**config.mk**
```make
export PLATFORM = sky130hd
export DESIGN_NAME = uart_tx_arbiter
export DESIGN_NICKNAME = d
export VERILOG_FILES = /design/src/rtl/uart_tx_arbiter_pkg.sv /design/src/rtl/uart_rr_pick.sv /design/src/rtl/uart_tx_arbiter.sv
export SDC_FILE = /design/constraint.sdc
export NUM_CORES = 1
export LEC_CHECK = 0
export CAP_MARGIN = 0
export CORE_MARGIN = 1.5
export CORE_UTILIZATION = 50
export CTS_CLUSTER_SIZE = 10
export DETAILED_ROUTE_END_ITERATION = 12
export PLACE_DENSITY = 0.87
export SLEW_MARGIN = 10
export SYNTH_ARGS = -nofsm -noshare
export SYNTH_HDL_FRONTEND = slang
export SYNTH_SLANG_ARGS = --single-unit
```
**constraint.sdc**
```tcl
create_clock -name tck -period 5.4 [get_ports tck]
set_input_delay 0.81 -clock tck [delete_from_list [all_inputs] [get_ports tck]]
set_output_delay 0.81 -clock tck [all_outputs]
set_load 0.03 [all_outputs]
```
**src/rtl/uart_tx_arbiter_pkg.sv**
```systemverilog
// uart_defs: shared types and constants for the UART TX arbiter slice.
//   ArbState_t       - arbiter FSM states (IDLE, XFER, GUARD)
//   UART_ARB_MAX_REQ - largest supported requester count
//   UART_ARB_CNT_W   - width of the per-grant beat counter
//   arb_oh2idx()     - one-hot (up to UART_ARB_MAX_REQ bits) to index
package uart_defs;

  typedef enum logic [1:0] {
    IDLE  = 2'd0,
    XFER  = 2'd1,
    GUARD = 2'd2
  } ArbState_t;

  localparam int unsigned UART_ARB_MAX_REQ = 8;
  localparam int unsigned UART_ARB_CNT_W   = 8;
  localparam int unsigned UART_ARB_IDX_W   = $clog2(UART_ARB_MAX_REQ);

  function automatic logic [UART_ARB_IDX_W-1:0] arb_oh2idx(
    input logic [UART_ARB_MAX_REQ-1:0] oh
  );
    logic [UART_ARB_IDX_W-1:0] idx;
    idx = '0;
    for (int unsigned i = 0; i < UART_ARB_MAX_REQ; i++) begin
      if (oh[i]) idx = UART_ARB_IDX_W'(i);
    end
    return idx;
  endfunction

endpackage

```
**src/rtl/uart_rr_pick.sv**
```systemverilog
// uart_rr_pick: combinational round-robin picker.
//   req        - request vector, one bit per requester
//   ptr        - index that currently holds the highest priority
//   gnt_onehot - first set request at or above ptr, wrapping modulo N_REQ
//   any        - at least one request is set
module uart_rr_pick #(
  parameter int unsigned N_REQ = 4
) (
  input  logic [N_REQ-1:0]         req,
  input  logic [$clog2(N_REQ)-1:0] ptr,
  output logic [N_REQ-1:0]         gnt_onehot,
  output logic                     any
);

  localparam int unsigned PTR_W = $clog2(N_REQ);

  logic             found;
  logic [PTR_W-1:0] idx;

  always_comb begin
    gnt_onehot = '0;
    found      = 1'b0;
    idx        = '0;
    for (int unsigned i = 0; i < N_REQ; i++) begin
      idx = PTR_W'((32'(ptr) + i) % N_REQ);
      if (!found && req[idx]) begin
        gnt_onehot[idx] = 1'b1;
        found           = 1'b1;
      end
    end
  end

  assign any = |req;

endmodule

```
**src/rtl/uart_tx_arbiter.sv**
```systemverilog
// uart_tx_arbiter: round-robin burst arbiter sharing one UART TX datapath
// between N_REQ byte-stream requesters, gated by the flow controller's enable.
//   tck, rst      - clock, synchronous active-high reset
//   req_valid_i   - per-requester beat valid
//   req_data_i    - per-requester byte
//   req_last_i    - final beat of a requester's message
//   req_ready_o   - per-requester beat accepted
//   tx_data_o     - byte to TX core (held while tx_rts_n_o is high)
//   tx_rts_n_o    - active-low request to TX core
//   tx_cts_n_i    - active-low accept from TX core
//   tx_enable_i   - TX enable from flow controller
//   grant_o       - one-hot current grant (registered)
//   busy_o        - high in XFER or GUARD
// Build option UART_TX_ARB_PRIO_EN: requester 0 becomes strict priority and
// its grants leave the round-robin pointer untouched.
module uart_tx_arbiter
  import uart_defs::*;
#(
  parameter int unsigned N_REQ        = 4,
  parameter int unsigned DATA_W       = 8,
  parameter int unsigned MAX_BURST    = 16,
  parameter int unsigned GUARD_CYCLES = 2
) (
  input  logic                          tck,
  input  logic                          rst,
  input  logic [N_REQ-1:0]              req_valid_i,
  input  logic [N_REQ-1:0][DATA_W-1:0]  req_data_i,
  input  logic [N_REQ-1:0]              req_last_i,
  output logic [N_REQ-1:0]              req_ready_o,
  output logic [DATA_W-1:0]             tx_data_o,
  output logic                          tx_rts_n_o,
  input  logic                          tx_cts_n_i,
  input  logic                          tx_enable_i,
  output logic [N_REQ-1:0]              grant_o,
  output logic                          busy_o
);

  localparam int unsigned PTR_W = $clog2(N_REQ);
  localparam logic [3:0] GUARD_LAST =
    (GUARD_CYCLES == 0) ? 4'd0 : 4'(GUARD_CYCLES - 1);
  localparam logic [UART_ARB_CNT_W-1:0] BEAT_LAST =
    UART_ARB_CNT_W'(MAX_BURST - 1);

  ArbState_t                 state_q, state_d;
  logic [N_REQ-1:0]          grant_q, grant_d;
  logic [PTR_W-1:0]          gidx_q, gidx_d;
  logic [PTR_W-1:0]          rr_ptr_q, rr_ptr_d;
  logic [UART_ARB_CNT_W-1:0] beat_cnt_q, beat_cnt_d;
  logic [3:0]                guard_cnt_q, guard_cnt_d;
  logic [DATA_W-1:0]         data_q;

  logic [N_REQ-1:0]            pick_gnt, sel_gnt;
  logic                        pick_any;
  logic [UART_ARB_MAX_REQ-1:0] sel_wide;
  logic [PTR_W-1:0]            sel_idx;
  logic [PTR_W-1:0]            ptr_after;
  logic                        beat, burst_end;

  uart_rr_pick #(.N_REQ(N_REQ)) u_pick (
    .req        (req_valid_i),
    .ptr        (rr_ptr_q),
    .gnt_onehot (pick_gnt),
    .any        (pick_any)
  );

  // Winner selection; the priority build overrides the round-robin result.
  always_comb begin
`ifdef UART_TX_ARB_PRIO_EN
    sel_gnt = req_valid_i[0] ? {{(N_REQ-1){1'b0}}, 1'b1} : pick_gnt;
`else
    sel_gnt = pick_gnt;
`endif
    sel_wide              = '0;
    sel_wide[N_REQ-1:0]   = sel_gnt;
    sel_idx               = PTR_W'(arb_oh2idx(sel_wide));
  end

  // Pointer after a finished burst: the finisher drops to lowest priority.
  always_comb begin
    ptr_after = (gidx_q == PTR_W'(N_REQ - 1)) ? '0 : gidx_q + PTR_W'(1);
`ifdef UART_TX_ARB_PRIO_EN
    if (gidx_q == '0) ptr_after = rr_ptr_q;
`endif
  end

  // Datapath outputs: combinational from the held grant while in XFER.
  // tx_data_o otherwise replays the last driven byte from data_q.
  always_comb begin
    tx_rts_n_o  = 1'b1;
    req_ready_o = '0;
    tx_data_o   = data_q;
    beat        = 1'b0;
    case (state_q)
      XFER: begin
        tx_rts_n_o          = ~(req_valid_i[gidx_q] & tx_enable_i);
        req_ready_o[gidx_q] = ~tx_cts_n_i & tx_enable_i;
        if (req_valid_i[gidx_q] & tx_enable_i) tx_data_o = req_data_i[gidx_q];
        beat = req_valid_i[gidx_q] & tx_enable_i & ~tx_cts_n_i;
      end
      IDLE, GUARD: begin
      end
      default: tx_data_o = '0;
    endcase
  end

  assign burst_end = beat & (req_last_i[gidx_q] | (beat_cnt_q == BEAT_LAST));

  always_comb begin
    state_d     = state_q;
    grant_d     = grant_q;
    gidx_d      = gidx_q;
    rr_ptr_d    = rr_ptr_q;
    beat_cnt_d  = beat_cnt_q;
    guard_cnt_d = guard_cnt_q;
    case (state_q)
      IDLE: begin
        if (tx_enable_i && pick_any) begin
          state_d    = XFER;
          grant_d    = sel_gnt;
          gidx_d     = sel_idx;
          beat_cnt_d = '0;
        end
      end
      XFER: begin
        if (beat) beat_cnt_d = beat_cnt_q + UART_ARB_CNT_W'(1);
        if (burst_end) begin
          rr_ptr_d    = ptr_after;
          grant_d     = '0;
          guard_cnt_d = '0;
          state_d     = (GUARD_CYCLES == 0) ? IDLE : GUARD;
        end
      end
      GUARD: begin
        if (guard_cnt_q == GUARD_LAST) state_d = IDLE;
        else guard_cnt_d = guard_cnt_q + 4'd1;
      end
      default: begin
        state_d     = IDLE;
        grant_d     = '0;
        gidx_d      = '0;
        rr_ptr_d    = '0;
        beat_cnt_d  = '0;
        guard_cnt_d = '0;
      end
    endcase
  end

  always_ff @(posedge tck) begin
    if (rst) begin
      state_q     <= IDLE;
      grant_q     <= '0;
      gidx_q      <= '0;
      rr_ptr_q    <= '0;
      beat_cnt_q  <= '0;
      guard_cnt_q <= '0;
      data_q      <= '0;
    end else begin
      state_q     <= state_d;
      grant_q     <= grant_d;
      gidx_q      <= gidx_d;
      rr_ptr_q    <= rr_ptr_d;
      beat_cnt_q  <= beat_cnt_d;
      guard_cnt_q <= guard_cnt_d;
      data_q      <= tx_data_o;
    end
  end

  assign grant_o = grant_q;
  assign busy_o  = (state_q == XFER) || (state_q == GUARD);

endmodule

```
==> impl_metrics.py <==
metrics = {
    "die": {
        "core.rowCount": 23,
        "die_x_um": 67.69,
        "dieHeight_um": 67.69,
        "start_util_pct": 52.30,
        "io_pins": 62,
        "die_area_mm2": 0.004581,
        "core_region_area_mm2": 0.004000,
    },
    "timing": {
        "fin_crit_ns": 4.402,
        "fin_skew_ns": 0.007709,
        "fmax_ghz": 0.2272,
        "tns_ns": 0,
        "rsz0062_at_grt": "no",
        "fin_ws_ns": 0.9985,
        "fin_crit_sh_pct": 81.51,
        "slew_viol_final": 0,
        "worst_slew_pin_slew_ns": 0.8338,
        "hold_viol_final": 0,
        "finalSetupViolCount": 0,
        "relSlewSlack_pct": 44.34,
    },
    "finish": {
        "num_antenna_cells": 0,
        "final_common_cell": "clkdlybuf4s50_1",
        "final_cell_mix": "clkdlybuf4s50_1 (61), dfxtp_1 (30), nand2_1 (19), nor2_1 (18), ha_1 (16)",
        "num-nets-final": 338,
        "area_growth_syn_to_layout_pct": 34.93,
        "final_core_util_pct": 70.57,
        "nFillCells": 303,
        "drive_gt1_share_pct": 10.39,
    },
    "clocking": {
        "tritoncts": "yes",
        "holdBufCountCts": 0,
        "clock_latency_ns": 0.29,
        "post_cts_resized": 0,
        "cts_setup_buffers": 0,
        "clk_path_buf_depth": 2,
        "ctsRootBufferMaster": "clkbuf_8",
        "cts_made_buffers": 5,
        "clk_pin_slew_worst_paths_ns": 0.07,
        "clock_sinks": 30,
        "htreeDepth": 2,
    },
    "routing": {
        "vias_per_cell": 5.793,
        "ant_nets": 0,
        "drc_errors": 0,
        "drt_iter0_drc": 102,
        "wl_per_cell_um": 15.28,
        "vias": 1906,
        "dr.pass1.iters": 4,
        "wirelength_mm": 5.026,
    },
    "worst_setup_path": {
        "start_kind": "primary input",
        "worstPathArrival_ns": 3.59,
        "worstSetupPathType": "in2out",
        "critPathCaptureType": "output port",
        "critPathMaxFanout": 10,
        "crit_required_ns": 4.59,
    },
    "pwr": {
        "power_leakage_nw": 1.068,
        "p_sw_share_pct": 40.85,
        "p_int_w": 0.0005566,
        "ir_worst_vdd_mv": 0.1758,
        "power.switching_w": 0.0003844,
        "p_seq_share_pct": 29.7,
        "pwr-share-comb_pct": 49.9,
        "fin_total_pwr_w": 0.0009410,
        "power.density_mw_per_mm2": 333.4,
        "clkPwrFrac_pct": 20.4,
    },
    "synth": {
        "avgSynthCellArea_um2": 9.596,
        "yosys_warnings": 0,
        "syn_nets": 278,
        "yosys.cell_types.count": 45,
        "synth-main-ff-cell": "dfxtp_1",
        "synth_area_mm2": 0.002092,
        "ys_ff_latch": 30,
        "syn_inst": 218,
        "yosysSeqAreaShare_pct": 28.71,
        "synth_edf_count": 0,
        "synthArstFlopShare_pct": 0,
    },
    "placed_design": {
        "routabilityCongestion": 0.7764,
        "port_buffers": 61,
        "dpl.hpwl_mm": 3.861,
        "preCtsSetupSlack_ns": 1.034,
    },
    "global_routing": {
        "antenna_found_initial": 0,
        "grt.total_usage_pct": 24.62,
        "grt_use_met2_pct": 39.71,
        "grt_pass1_vias": 1820,
        "busiest_layer": "met2",
        "grt_max_degree": 22,
        "met3_usage_pct": 8.000,
        "overflow": 0,
        "grt_first_pass_wirelength_mm": 8.266,
        "met1_usage_pct": 30.32,
    },
    "flow_run": {
        "maxCapViolCount": 0,
    },
    "min_path": {
        "hp-class": "reg2reg",
    },
    "outcome": {
        "status": "finished, final reports clean",
    },
}
-- registers in the layout, indices dropped and copies added (netlist names) --
register	cells
data_q	8
rr_ptr_q	2
state_q	2
grant_o	4
beat_cnt_q	8
gidx_q	2
guard_cnt_q	4
-- power groups by stage --
| stage | Clock [W] | Sequential (W) | Combinational (W) |
|---|---|---|---|
| after floorplan | 0 | 0.000278 | 0.000334 |
| after global placement | 0 | 0.000283 | 0.000458 |
| after detailed placement | 0 | 0.000285 | 0.000465 |
| after CTS | 0.000194 | 0.000280 | 0.000468 |
| after global routing | 0.000205 | 0.000285 | 0.000513 |
| final | 0.000192 | 0.000280 | 0.000469 |
-- final timing paths --
path / start / endpoint / slack (ns) / depth (start not counted)
setup reg to reg: rr_ptr_q[0] / gidx_q[0] / 2.59 / 8
hold reg to reg: grant_o[1] / grant_o[1] / 0.46 / 2
setup / recovery: req_valid_i[0] / tx_data_o[2] / 1.0 / 8
hold / removal: grant_o[1] / grant_o[1] / 0.46 / 2
-- kinds of logic after synthesis --
group | Yosys count | synth area share (%)
AND/OR/NAND/NOR | 87 | 23.15
XOR/XNOR | 6 | 2.512
adder cells (fa/ha/maj) | 16 | 9.569
multiplexers | 17 | 16.75
flip-flops | 30 | 28.71
buffers and inverters | 21 | 4.126
AO/OA/AOI/OAI | 41 | 15.19
-- worst max-delay path, stage by stage --
cell and delay [ns]:
clkdlybuf4s50_1 0.50, mux4_2 0.51, nand2_2 0.13, inv_2 0.10
o21ai_1 0.49, a32o_1 0.22, nor2b_1 0.14, clkdlybuf4s50_1 0.70
-- cells in the mapped netlist (all sizes together) (2+ instances only) --
master | count | area share [%]
nor4 | 2 | 0.60
a22o | 2 | 0.84
a2bb2oi | 2 | 0.84
ha | 16 | 9.6
nor2 | 18 | 3.2
xor2 | 6 | 2.5
and2 | 10 | 3.0
inv | 13 | 2.3
or4 | 5 | 1.8
nand4 | 5 | 1.5
o21ai | 8 | 1.9
a21oi | 9 | 2.2
nand2b | 2 | 0.60
o31ai | 3 | 1.7
mux2i | 2 | 0.96
nand2 | 21 | 4.0
nand3 | 2 | 0.48
mux4 | 14 | 15
and3 | 7 | 2.1
dfxtp | 30 | 29
clkbuf | 6 | 1.1
a32o | 8 | 3.8
nor2b | 9 | 2.7
buf | 2 | 0.72
a221oi | 3 | 1.3
-- metrics by stage --
step           instance area (um^2)  hold slack, ns  std cells
3_3_place_gp                   2728          0.4402        321
3_5_place_dp                   2728          0.4539        321
4_1_cts                        2823          0.4634        329
2_1_floorplan                  2092          0.4574        218
6_report                       2823          0.4609        329
5_1_grt                        2823          0.4871        329
-- layer usage --
metal | routed length (um) | vias to the layer above
met5 | 0 | -
met4 | 115 | 0
met3 | 271 | 10
met2 | 2476 | 57
met1 | 2163 | 910
li1 | - | 929
-- final cells by class --
class / instances / area [um^2] / share of cell area, %
flip-flops and latches: 30 / 600.6 / 21.28
well taps: 50 / 62.56 / 2.216
inverters: 13 / 48.80 / 1.729
multi-input cells: 167 / 1405 / 49.78
repair buffers: 61 / 610.6 / 21.63
clock inverters: 2 / 12.51 / 0.4433
clock buffers: 6 / 82.58 / 2.926
No activity file was read; power rests on OpenSTA's default activity.
==> RTL change 1: new RTL, same flow settings <==
Encoding of `ArbState_t`: now one-hot (3 bits for 3 states).
--- a/src/rtl/uart_tx_arbiter_pkg.sv
+++ b/src/rtl/uart_tx_arbiter_pkg.sv
@@ -7,6 +7,6 @@
 
-  typedef enum logic [1:0] {
-    IDLE  = 2'd0,
-    XFER  = 2'd1,
-    GUARD = 2'd2
+  typedef enum logic [2:0] {
+    IDLE  = 3'b001,
+    XFER  = 3'b010,
+    GUARD = 3'b100
   } ArbState_t;
Check against the original RTL: same outputs for any inputs over 10 cycles, from zero or initial values and one cycle with rst high; not proved beyond that.
==> RTL change 1 against the original RTL <==
- die area is 1.4% lower
- core utilization is 0.88 points lower
- hold slack better by 0.022 ns
- sequential cell count grew 1
- wire length rose by 12%
- worst setup slack improved by 0.22 ns
- sequential share of layout area increased by 1.1 points
- synthesized area fell by 1.5%
- via count fell by 3.7%
- design area down 2.0%
Power is not compared: it rests on default switching activity, and its combinational part moved more than twofold at a synthesized area within 25%.
==> RTL change 1: results (changes against the original RTL) <==
clocking:
  clk_pin_slew_worst_paths_ns: 0.06
  insertion_delay_ns: 0.28
  cts_resized: 0  # unchanged
  htreeDepth: 2  # unchanged
  clockBufferDepth: 2  # unchanged
  cts_made_buffers: 5  # unchanged
  cts-root-buf: "clkbuf_8"
drt:
  drt_iter0_markers: 128  # +25%
  dr.pass1.iters: 4  # unchanged
  dr_total_vias: 1836  # -3.7%
  drt-wirelength-per-cell_um: 17.8  # +16%
  viasPerCell: 5.79  # about the same
worst_setup_path:
  timing.critical_path.from: "req_valid_i[0]"
  r2r_cells: 8  # unchanged
  worstPathMaxFanout: 10  # unchanged
  max_stage_delay_ns: 0.69
  crit_family: "buffers and inverters"
  cpMaxStageDelayCell: "clkdlybuf4s50_1"
  r2r-end: "gidx_q[1]"
  rrSetupSlack_ns: 2.61  # +0.02 ns
  worstPathArrival_ns: 3.38  # -0.21 ns
synthesis:
  synth_fp_nets: 263  # -5.4%
  synthFlopType: "dfxtp_1"
  synthTopCellsByCount: "dfxtp_1 (31), nand2_1 (19), nor2_1 (18)"
  async_reset_ff_frac: 0  # unchanged
  syn_inst: 207  # -5.0%
  synth_xor_xnor_area_share: 0.0340  # +0.00888
  synth_mux_area_frac: 0.157  # -0.0108
  synth_fa_ha_area_frac: 0.0729  # -0.0228
  synth_edf_count: 0  # unchanged
  yosysWarnings: 0  # unchanged
  synthTopCellsByArea: "dfxtp_1 (30%), mux4_2 (13%), ha_1 (7.3%)"
  synth_compound_area_frac: 0.170  # +0.0181
  synth_seq_area_share: 0.301  # +0.0141
  synthDistinctLibCells: 47  # +4.4%
pwr:
  ir_drop_v: 0.000138
layout:
  layout-drive-gt1-share: 0.116  # +0.0122
  fin_nets: 324  # -4.1%
  reg_top3: "beat_cnt_q x8, data_q x8"
  antenna_cells: 0  # unchanged
global_routing:
  grt_max_degree: 25  # +14%
  antenna_found_initial: 0  # unchanged
  grt_pass1_wl_um: 8520  # +3.1%
  first_global_vias: 1737  # -4.6%
  track_usage: 0.256  # +0.00934
worst_hold_path:
  min-delay-start: "beat_cnt_q[1]"
  min_to: "beat_cnt_q[1]"
  holdCritPathClass: "reg -> reg"
placement:
  placed_cell_area_um2: 2700  # -1.2%
  dp_cells: 311  # -3.1%
  gp_congestion: 0.795  # +2.4%
  portBuffers: 61  # unchanged
  pre_cts_ws_ns: 1.26  # +0.227 ns
  hpwlAfterDp_um: 4310  # +12%
status:
  status: "finished, final reports clean"
timing:
  tns_ns: 0  # unchanged
  finClkSkew_ns: 0.00483  # -0.00288 ns
  hold_slack_ns: 0.483  # +0.0218 ns
  max_slew.worst_pin.slew_ns: 0.982  # +0.148 ns
RTL change 1: cell types whose count changed after synthesis, moves of 4 or more:
cell     before  now
or4_1         5    0
o21ai_0       5    1
nand3_1       2    6
nor3_1        0    4
nor3b_1       0    4
ha_1         16   12
inv_1        12    6
RTL change 1: power breakdown:
group	switching (µW)	leakage (µW)	total (µW)	internal (µW)
clock network	80.5	0.0000371	166	85.7
registers	11.4	0.000251	249	238
logic	105	0.000726	198	92.9
RTL change 1: cell type report:
class / count / area (µm²)
Clock buffer: 6 / 72.6
Inverter: 6 / 22.5
Multi-Input combinational cell: 162 / 1370
Sequential cell: 31 / 621
Tap cell: 50 / 62.6
Fill cell: 303 / 1200
Timing Repair Buffer: 62 / 618
RTL change 1: metal layers:
| metal | share of wire | track usage |
|---|---|---|
| met3 | 0.047 | 0.0550 |
| met1 | 0.42 | 0.339 |
| met4 | 0.013 | 0.0638 |
| met2 | 0.52 | 0.425 |
| met5 | 0 | 0 |
RTL change 1: worst max-delay path by stage:
| stage | end | slack, ns | cells after the start |
|---|---|---|---|
| 2_1_floorplan | tx_data_o[0] | 2.47 | 5 |
| 3_3_place_gp | tx_data_o[1] | 1.35 | 6 |
| 3_5_place_dp | tx_data_o[0] | 1.26 | 6 |
| 4_1_cts | tx_data_o[7] | 1.23 | 6 |
| 5_1_grt | tx_data_o[7] | 1.11 | 6 |
| 6_report | tx_data_o[7] | 1.21 | 6 |
RTL change 1: cell families after synthesis:
family / count (synthesis)
adders and majority gates: 12
buffers and inverters: 14
xor gates and xnor gates: 8
and+or+nand+nor: 86
DFF: 31
muxes: 14
AOI/OAI and AO/OA: 42
==> RTL change 2: new RTL, config.mk and constraints unchanged <==
Made on the original files. `MAX_BURST`: 16 -> 12.
--- a/src/rtl/uart_tx_arbiter.sv
+++ b/src/rtl/uart_tx_arbiter.sv
@@ -20,3 +20,3 @@
   parameter int unsigned DATA_W       = 8,
-  parameter int unsigned MAX_BURST    = 16,
+  parameter int unsigned MAX_BURST    = 12,
   parameter int unsigned GUARD_CYCLES = 2
Behaviour: same outputs for any inputs over 10 cycles, from zero or initial values and one cycle with rst high; that may be too few to reach the edited logic, so the function may still have changed.
==> RTL change 2 against the original RTL <==
- wire length increased by 2.2%
- synthesized area decreased by 0.96%
- sequential cell count unchanged
- total power shrank 0.51%
- largest power group unchanged
- fmax grew 7.6%
- worst setup slack better by 0.31 ns
- count of clock-buffer cells in the layout unchanged
- core utilization shrank 0.50 points
- die area down 0.91%
- design area is 0.71% lower
==> RTL change 2: results (changes against the original RTL) <==
global_routing:
  grt_pass1_wl_um: 8470  # +2.5%
  track_usage: 0.248  # +0.00130
  use_met1: 0.315  # +0.0116
  grt_max_degree: 29  # +32%
  grt.met3_usage: 0.0367  # -0.0433
  grt_use_met2: 0.407  # +0.0101
  first_global_vias: 1881  # +3.4%
timing:
  slew_headroom: 0.352  # -0.0917
  finClkSkew_ns: 0.0123  # +0.00456 ns
  fin_crit_sh: 0.758  # -0.0575
  hold_slack_ns: 0.461  # +0.000277 ns
worst_setup_path:
  timing.critical_path.from: "req_valid_i[2]"
  r2r_cells: 7  # -1
  r2r-end: "grant_o[2]"
  r2r-start: "rr_ptr_q[0]"
  worstPathMaxFanout: 8  # -2
  cpMaxStageDelayCell: "clkdlybuf4s50_1"
  worstPathArrival_ns: 3.28  # -0.31 ns
  rrSetupSlack_ns: 2.60  # about the same
  cp-endpoint: "tx_data_o[2]"
drt:
  drt_iter0_markers: 135  # +32%
  drt-total-wl_um: 5140  # +2.2%
  viasPerCell: 5.89  # +1.6%
  met3WireLength_um: 202  # -25%
  dr_wl_met2_um: 2650  # +6.8%
  dr.pass1.iters: 4  # unchanged
  wl_met1_um: 2150  # -0.60%
  drt-wirelength-per-cell_um: 15.2  # -0.18%
layout:
  layout-drive-gt1-share: 0.0976  # -0.00638
  fin_nets: 346  # +2.4%
  reg_top3: "beat_cnt_q x8, data_q x8"
synthesis:
  syn_inst: 227  # +4.1%
  synthTopCellsByArea: "dfxtp_1 (29%), mux4_2 (11%), ha_1 (9.7%)"
  yosysWarnings: 0  # unchanged
  synth_seq_area_share: 0.290  # +0.00277
  synth_fp_nets: 287  # +3.2%
  synthTopCellsByCount: "dfxtp_1 (30), nand2_1 (27), nor2_1 (21)"
  synthDistinctLibCells: 41  # -8.9%
worst_hold_path:
  min_path_cells: 2  # unchanged
  holdCritPathClass: "reg -> reg"
  min_to: "grant_o[1]"
placement:
  dp_cells: 329  # +2.5%
  placed_cell_area_um2: 2710  # -0.73%
  hpwlAfterDp_um: 4010  # +3.8%
  pre_cts_ws_ns: 1.34  # +0.308 ns
  gp_congestion: 0.890  # +15%
clocking:
  cts-root-buf: "clkbuf_8"
  post_cts_buffers: 0  # unchanged
  htreeDepth: 2  # unchanged
  cts_made_buffers: 5  # unchanged
pwr:
  leakage_uw: 0.00102  # -4.4%
  ir_drop_v: 0.000170  # -3.2%
status:
  status: "finished, final reports clean"
-- RTL change 2: power by group --
part,internal [µW],leakage [µW],switching (µW)
Clock,102,0.0000472,92.9
Sequential,245,0.000243,23.7
Combinational,194,0.000732,278
Total,541,0.00102,395
-- RTL change 2: layout make-up --
cell class,count,area (µm²)
multi-input combinational,173,1370
fill,305,1200
timing repair buffer,62,618
sequential,30,601
clock buffer,6,82.6
tap,50,62.6
inverter,14,52.6
clock inverter,2,12.5
-- RTL change 2: logic make-up after synthesis --
group | count (synthesis) | share of synthesized area
mux | 16 | 0.169
flops | 30 | 0.290
fa+ha+maj | 16 | 0.0966
xor+xnor | 5 | 0.0211
simple gates | 94 | 0.232
buf+inv | 24 | 0.0471
compound gates | 42 | 0.144
-- RTL change 2: worst min-delay path, delay by kind of cell, from the launching register on --
kind            cells  cell delay, ns
simple gates        1            0.06
flops               1            0.31
compound gates      1            0.05
